$ cat src/rtl/regfile_seq_pkg.sv
// Shared types and constants for the register-file micro-op sequencer.
package regfile_seq_pkg;

    // Command op codes as presented on cmd_op
    typedef enum logic [1:0] {
        OP_MOVE  = 2'b00,
        OP_SWAP  = 2'b01,
        OP_CLEAR = 2'b10,
        OP_INC   = 2'b11
    } op_e;

    // Sequencer states; ST2/ST3 are only visited by SWAP
    typedef enum logic [1:0] {
        IDLE = 2'b00,
        ST1  = 2'b01,
        ST2  = 2'b10,
        ST3  = 2'b11
    } state_e;

    // Register file FunSel codes
    localparam logic [2:0] FUN_DEC  = 3'b000;
    localparam logic [2:0] FUN_INC  = 3'b001;
    localparam logic [2:0] FUN_LOAD = 3'b010;
    localparam logic [2:0] FUN_CLR  = 3'b011;

    // Register indices: 0-3 general purpose, 4-7 scratch
    localparam logic [2:0] R1 = 3'd0;
    localparam logic [2:0] R2 = 3'd1;
    localparam logic [2:0] R3 = 3'd2;
    localparam logic [2:0] R4 = 3'd3;
    localparam logic [2:0] S1 = 3'd4;
    localparam logic [2:0] S2 = 3'd5;
    localparam logic [2:0] S3 = 3'd6;
    localparam logic [2:0] S4 = 3'd7;

    // S4 is the SWAP temporary, so a SWAP touching it would corrupt itself
    localparam logic [2:0] TMP_IDX = S4;

    function automatic logic swap_rejected(input op_e op, input logic [2:0] a,
                                           input logic [2:0] b);
        return (op == OP_SWAP) && ((a == TMP_IDX) || (b == TMP_IDX));
    endfunction

endpackage

$ cat src/rtl/rf_sel_decode.sv
// Index-to-enable decoder: drives exactly one active-low RegSel/ScrSel bit when writing.
module rf_sel_decode (
    input  logic [2:0] i_idx,
    input  logic       i_we,
    output logic [3:0] o_reg_sel,
    output logic [3:0] o_scr_sel
);

    logic [1:0] w_bit;

    // Bit 3 maps to the lowest index (R1/S1), bit 0 to the highest (R4/S4)
    assign w_bit = 2'd3 - i_idx[1:0];

    // Decode write target into the two active-low enable groups
    always_comb begin
        o_reg_sel = 4'b1111;
        o_scr_sel = 4'b1111;
        if (i_we) begin
            if (i_idx[2]) begin
                o_scr_sel[w_bit] = 1'b0;
            end else begin
                o_reg_sel[w_bit] = 1'b0;
            end
        end
    end

endmodule

$ cat src/rtl/regfile_op_sequencer.sv
// Multi-cycle MOVE/SWAP/CLEAR/INC sequencer driving the 4 GPR + 4 scratch register file.
module regfile_op_sequencer
    import regfile_seq_pkg::*;
(
    input  logic        Clock,
    input  logic        Reset,
    input  logic        cmd_valid,
    output logic        cmd_ready,
    input  logic [1:0]  cmd_op,
    input  logic [2:0]  cmd_a,
    input  logic [2:0]  cmd_b,
    output logic        done,
    output logic        err,
    input  logic [15:0] rf_outa,
    output logic [15:0] RF_I,
    output logic [2:0]  RF_OutASel,
    output logic [2:0]  RF_OutBSel,
    output logic [2:0]  RF_FunSel,
    output logic [3:0]  RF_RegSel,
    output logic [3:0]  RF_ScrSel
);

    state_e     r_state;
    op_e        r_op;
    logic [2:0] r_a;
    logic [2:0] r_b;
    logic [2:0] r_outasel;
    logic [2:0] r_funsel;
    logic [2:0] r_wr_idx;
    logic       r_wr_en;
    logic       r_done;
    logic       r_err;

    op_e        w_op;

    assign w_op = op_e'(cmd_op);

    // FSM with registered control outputs: each edge loads the controls for the next cycle
    always_ff @(posedge Clock) begin
        if (Reset) begin
            r_state   <= IDLE;
            r_op      <= OP_MOVE;
            r_a       <= 3'd0;
            r_b       <= 3'd0;
            r_outasel <= 3'd0;
            r_funsel  <= FUN_LOAD;
            r_wr_idx  <= 3'd0;
            r_wr_en   <= 1'b0;
            r_done    <= 1'b0;
            r_err     <= 1'b0;
        end else begin
            // Idle defaults unless a write state is being entered
            r_done    <= 1'b0;
            r_err     <= 1'b0;
            r_outasel <= 3'd0;
            r_funsel  <= FUN_LOAD;
            r_wr_idx  <= 3'd0;
            r_wr_en   <= 1'b0;
            unique case (r_state)
                IDLE: begin
                    if (cmd_valid) begin
                        if (swap_rejected(w_op, cmd_a, cmd_b)) begin
                            r_err <= 1'b1;
                        end else begin
                            r_op    <= w_op;
                            r_a     <= cmd_a;
                            r_b     <= cmd_b;
                            r_state <= ST1;
                            r_wr_en <= 1'b1;
                            unique case (w_op)
                                OP_MOVE: begin
                                    r_outasel <= cmd_a;
                                    r_wr_idx  <= cmd_b;
                                end
                                OP_SWAP: begin
                                    r_outasel <= cmd_a;
                                    r_wr_idx  <= TMP_IDX;
                                end
                                OP_CLEAR: begin
                                    r_funsel <= FUN_CLR;
                                    r_wr_idx <= cmd_a;
                                end
                                OP_INC: begin
                                    r_funsel <= FUN_INC;
                                    r_wr_idx <= cmd_a;
                                end
                            endcase
                        end
                    end
                end
                ST1: begin
                    if (r_op == OP_SWAP) begin
                        r_state   <= ST2;
                        r_outasel <= r_b;
                        r_wr_idx  <= r_a;
                        r_wr_en   <= 1'b1;
                    end else begin
                        r_state <= IDLE;
                        r_done  <= 1'b1;
                    end
                end
                ST2: begin
                    r_state   <= ST3;
                    r_outasel <= TMP_IDX;
                    r_wr_idx  <= r_b;
                    r_wr_en   <= 1'b1;
                end
                ST3: begin
                    r_state <= IDLE;
                    r_done  <= 1'b1;
                end
            endcase
        end
    end

    rf_sel_decode u_sel_decode (
        .i_idx     (r_wr_idx),
        .i_we      (r_wr_en),
        .o_reg_sel (RF_RegSel),
        .o_scr_sel (RF_ScrSel)
    );

    assign cmd_ready  = (r_state == IDLE);
    assign done       = r_done;
    assign err        = r_err;
    assign RF_I       = rf_outa;
    assign RF_OutASel = r_outasel;
    assign RF_OutBSel = 3'd0;
    assign RF_FunSel  = r_funsel;

endmodule

$ cat config.mk
export PLATFORM = sky130hd
export DESIGN_NAME = regfile_op_sequencer
export DESIGN_NICKNAME = d
export VERILOG_FILES = /design/src/rtl/regfile_seq_pkg.sv /design/src/rtl/rf_sel_decode.sv /design/src/rtl/regfile_op_sequencer.sv
export SDC_FILE = /design/constraint.sdc
export NUM_CORES = 1
export LEC_CHECK = 0
export CAP_MARGIN = 15
export CORE_MARGIN = 5
export CORE_UTILIZATION = 41
export CTS_CLUSTER_DIAMETER = 30
export DETAILED_ROUTE_END_ITERATION = 6
export PLACE_DENSITY = 0.83
export REMOVE_ABC_BUFFERS = 1
export SKIP_CTS_REPAIR_TIMING = 1
export SLEW_MARGIN = 15
export SYNTH_ARGS = -nofsm -noshare
export SYNTH_HDL_FRONTEND = slang
export SYNTH_SLANG_ARGS = --single-unit
$ cat constraint.sdc
create_clock -name Clock -period 1.8 [get_ports Clock]
set_clock_uncertainty 0.15 [all_clocks]
set_input_delay 0.18 -clock Clock [delete_from_list [all_inputs] [get_ports Clock]]
set_output_delay 0.18 -clock Clock [all_outputs]
set_load 0.1 [all_outputs]
Word level (Yosys, flattened, before mapping)
Index checks and enable logic that the tools add are counted.
{"block": "word_totals", "ramBits": 0, "inputBits": 27, "mem_bits_ro": 0, "latchBits": 0, "reg_bits": 22, "memories": 0}
{"block": "classes", "muxes": 28, "bitwise_logic": 4, "shifts": 0, "div_mod_pow": 0, "magnitude_cmp": 2, "add_sub_neg": 1, "reduce_logical": 11, "n_mul": 0, "n_eq_ne": 11}
{"operator": "one-hot mux 3 bit (3 select lines)", "n": 3}
{"operator": "two-way mux 3 bit", "n": 7}
{"operator": "two-way mux 4 bit", "n": 4}
{"operator": "== test 2 bit (second input constant)", "n": 4}
{"operator": "one-hot mux 2 bit (4 select lines)", "n": 1}
{"operator": "== test 2 x 1 -> 1 bit (second input constant)", "n": 3}
{"operator": "== test 3 bit (second input constant)", "n": 2}
{"operator": "two-way mux 1 bit", "n": 6}
{"operator": "two-way mux 2 bit", "n": 3}
{"operator": "logical NOT 2 bit", "n": 2}
{"operator": "inequality test 2 bit (second input constant)", "n": 2}
{"operator": "NOT 4 bit", "n": 1}
{"operator": "one-hot mux 2 bit (2 select lines)", "n": 1}
{"operator": "OR reduction 2 bit", "n": 2}
{"operator": "OR reduction 4 bit", "n": 1}
{"operator": "less-than comparator 2 x 3 -> 1 bit (second input constant)", "n": 1}
{"operator": "NOT 1 bit", "n": 3}
{"operator": "one-hot mux 1 bit (3 select lines)", "n": 1}
{"operator": "AND reduction 3 bit", "n": 1}
{"operator": "OR reduction 3 bit", "n": 1}
{"operator": "demux 1 bit (select 2 bit)", "n": 1}
{"operator": ">= comparator 2 x 1 -> 1 bit (second input constant)", "n": 1}
{"operator": "logical AND 1 bit", "n": 2}
{"operator": "one-hot mux 1 bit (2 select lines)", "n": 1}
{"operator": "other kinds (3)", "n": 3}

Longest topological paths before layout
{"block": "depth", "ltp_word": 8, "mapped_depth": 5, "depth_no_buf": 3}

Cells and area by module
From an unflattened synthesis, not the netlist that was laid out.
{"block": "hier_totals", "cells_unflattened": 156, "hier_area_um2": 1378.8}
{"mod": "regfile_op_sequencer", "instances": 1, "area_per_inst_um2": 1302.5, "seq_area_each_um2": 420.4, "cells_each": 148}
{"mod": "rf_sel_decode", "instances": 1, "area_per_inst_um2": 76.3, "seq_area_each_um2": 0.0, "cells_each": 8}

Worst setup path before layout
No wires, ideal clock.
{"block": "synth_path", "path_type": "register -> register", "start": "register r_state[0]", "end": "register r_wr_en", "path_buffers": 1, "setup_slack_ns": -0.415, "setup_time_ns": 0.195, "t_arrival_ns": 1.870, "required_time_ns": 1.455, "path_stages_with_launch": 4, "synth_period_minus_slack_ns": 2.215, "path_cell_list": "dfxtp_1 > buf_6 > nor2_1 > a21oi_1"}
{"block": "synth_via", "elab_chain_len": 2, "elab_cells_between_ends": 4, "cone_classes": "eq/ne: 2; mux: 1; reduce/logical: 1"}
{"item": "start, declared", "line": "regfile_op_sequencer.sv:23", "source": "state_e r_state;"}
{"item": "start signal, assigned", "line": "regfile_op_sequencer.sv:41", "source": "r_state <= IDLE;"}
{"item": "start signal, assigned", "line": "regfile_op_sequencer.sv:68", "source": "r_state <= ST1;"}
{"item": "start signal, assigned", "line": "regfile_op_sequencer.sv:93", "source": "r_state <= ST2;"}
{"item": "logical NOT 2 bit"}
{"item": "named net cmd_ready", "line": "regfile_op_sequencer.sv:8", "source": "output logic cmd_ready,"}
{"item": "one-hot mux 1 bit (3 select lines)", "line": "regfile_op_sequencer.sv:59", "source": "unique case (r_state)"}
{"item": "end signal, assigned", "line": "regfile_op_sequencer.sv:48", "source": "r_wr_en <= 1'b0;"}
{"item": "end signal, assigned", "line": "regfile_op_sequencer.sv:58", "source": "r_wr_en <= 1'b0;"}
{"item": "end signal, assigned", "line": "regfile_op_sequencer.sv:69", "source": "r_wr_en <= 1'b1;"}
{"item": "end, declared", "line": "regfile_op_sequencer.sv:30", "source": "logic r_wr_en;"}
The timed path passes the listed nets, and every way through them passes these cells.
A chain may end at the register's enable or synchronous reset.

Worst setup path after layout
{"block": "layout_path", "start": "register r_wr_en", "end": "output RF_RegSel[0]"}
{"block": "layout_via", "elab_chain_len": 1}
{"item": "two-way mux 4 bit", "line": "rf_sel_decode.sv:18", "source": "if (i_we) begin"}
{"item": "end, declared", "line": "regfile_op_sequencer.sv:19", "source": "output logic [3:0] RF_RegSel,"}
Every way passes these cells.

==> results.cfg <==
[sta]
period_share_pct = 93.1
period_minus_slack_ns = 1.67
fin_ws_ns = 0.125
max_freq_mhz = 597
setup_viol_count_final = 0
finalHoldViolCount = 0
rsz0062_at_grt = false
drv_slew = 0

[critical_path]
crit_path_start_kind = flop
required_ns = 1.47
max_stage_delay_ns = 0.40
cpMaxStageDelayCell = dfxtp_1
crit_family = simple AND/OR/NAND/NOR gates
cp.depth = 3
reg2reg_slack_ns = 0.25
arrival_ns = 1.34
worstRegToRegCells = 4
crit_buf_inv = 1
end_kind = output port
path_class = reg2out
cp_cell_sequence = nor2b_1, nand3_1, buf_12
cp_max_fo = 5

[outcome]
status = completed

[power_and_ir_drop]
p_leak_uw = 0.000699
cellPowerDensity_nw_per_um2 = 643
vdd_ir_drop_max_mv = 0.538

[drt]
drc = 0
num_vias = 1294
firstDrtPassIters = 4
wl_um = 3500
vias_per_cell = 5.58
drtIter0Drc = 37
ant_nets = 0
wire_per_inst_um = 15.1

[clock_network]
cts_tree = built
htree_levels = 1
ctsLongestPathBuffers = 2
numClockSinks = 21
root_buffer = clkbuf_4
clock_latency_ns = 0.31
clk_pin_slew_ns = 0.12
cts_buffers = 3

[floorplanning]
initial_utilization_pct = 42.3
floorplan.rows = 21
die_w_um = 68.7
pin_count = 63
die_y_um = 68.7
design.die.area_um2 = 4720
core_area_um2 = 3340

[global_route]
grt_use_met2_pct = 25.5
grt.met1_usage_pct = 18.6
first_global_vias = 1188
grt_start_max_net_pins = 20
grt_usage_pct = 15.9
grt_pass1_wl_um = 5650
antenna_found_initial = 0
grt_overflow_total = 0
grt-busiest-layer = met2
use_met3_pct = 7.78

[logic_synthesis]
ys_types = 38
synthesis.area_um2 = 1410
seq_area_frac_synth_pct = 29.8
synthArstFlopShare_pct = 0
syn_area_per_cell_um2 = 8.55
synth_edf_count = 0
synth_ff_type = dfxtp_1
synthCells = 165
synth_seq_cells = 21
yosysWarnings = 0

[final_layout]
diodes = 0
area_delta_synth_final_pct = 27.0
final_nets = 214
final_common_cell = buf_4
final_layout_size_suffix_gt1_share_pct = 23.1
fin_cells = 232
final_cell_mix = buf_4 (23), dfxtp_1 (21), nor2b_1 (14), nand2_1 (13), buf_12 (12)

[run]
cap_violations = 0

[worst_hold_path]
hold_depth = 0
hold_path_class = in2out

[place]
place.gp.congestion = 0.940
dp_hpwl_um = 2700
dpl.cell_count = 228
place_ws_ns = 0.0409
portBuffers = 26
==> metrics by stage <==
step / hold slack [ns] / total power (uW) / utilization, % / area, um2 / TNS, ns
floorplan: 0.0919 / 772 / - / 1190 / -0.669
global placement: 0.212 / 922 / 52.9 / 1760 / 0
detailed placement: 0.212 / 928 / 52.9 / 1760 / 0
CTS: 0.212 / 1160 / 53.7 / 1790 / 0
global route: 0.211 / 1210 / 53.7 / 1790 / 0
finish: 0.211 / 1150 / 53.7 / 1790 / 0
==> Yosys cell counts (2+ instances only) <==
| library cell | instances | area (um2) |
|---|---|---|
| buf_4 | 21 | 158 |
| dfxtp_1 | 21 | 420 |
| nor2b_1 | 14 | 87.6 |
| nand2_1 | 13 | 48.8 |
| nand4_1 | 10 | 62.6 |
| nand3_1 | 9 | 45.0 |
| a211o_1 | 7 | 61.3 |
| nand3b_1 | 6 | 45.0 |
| nand4b_1 | 5 | 43.8 |
| nor2_1 | 5 | 18.8 |
| a21oi_1 | 4 | 20.0 |
| buf_6 | 4 | 45.0 |
| nor3b_1 | 4 | 30.0 |
| a22oi_1 | 3 | 22.5 |
| buf_2 | 3 | 15.0 |
| clkbuf_1 | 3 | 11.3 |
| mux2i_1 | 3 | 30.0 |
| nand2b_1 | 3 | 18.8 |
| o21ai_0 | 3 | 15.0 |
| o22ai_1 | 3 | 18.8 |
| o311ai_1 | 3 | 26.3 |
| and2_1 | 2 | 12.5 |
==> kinds of logic (layout without fill, tap and decap cells) <==
group | after synthesis | count (layout) | share of synthesized area [%]
compound gates | 29 | 29 | 16.0
other cells | 1 | 4 | 0.266
buf+inv | 33 | 51 | 16.8
flops | 21 | 21 | 29.8
simple gates | 78 | 78 | 35.1
mux | 3 | 3 | 2.13
==> layout make-up <==
cell class	count	area, um2
clock buffer	3	22.5
clock inverter	1	5.00
fill	297	1550
inverter	2	7.51
sequential	21	420
multi-input combinational	114	766
tap	46	57.6
timing repair buffer	45	513
==> final timing paths <==
| kind | start | end |
|---|---|---|
| worst max register to register | r_state[0]$_SDFFE_PP0P_ | r_wr_idx[0]$_SDFF_PP0_ |
| worst min register to register | r_a[0]$_SDFFE_PP0P_ | r_a[0]$_SDFFE_PP0P_ |
| worst max-delay path | r_wr_en$_SDFF_PP0_ | RF_RegSel[0] |
| worst min-delay path | rf_outa[0] | RF_I[0] |
==> sequential cells by signal, indices dropped and copies added, names as in the netlist, named ones only <==
signal	count
r_b	3
r_op	2
r_wr_idx	3
RF_OutASel	3
err	1
r_state	1
RF_FunSel	2
r_wr_en	1
r_a	3
done	1
==> where the power goes <==
group / internal, uW / switching [uW]
Clock: 83.0 / 149
Sequential: 499 / 35.4
Combinational: 147 / 239
==> layer usage <==
metal	share of wire, %	vias up	routed length, um
met5	0	-	0
met4	1.1	0	40
met3	12	4	419
met2	45	80	1590
met1	41	592	1450
li1	-	618	-
Note: power is estimated with default switching activity, not from simulation.
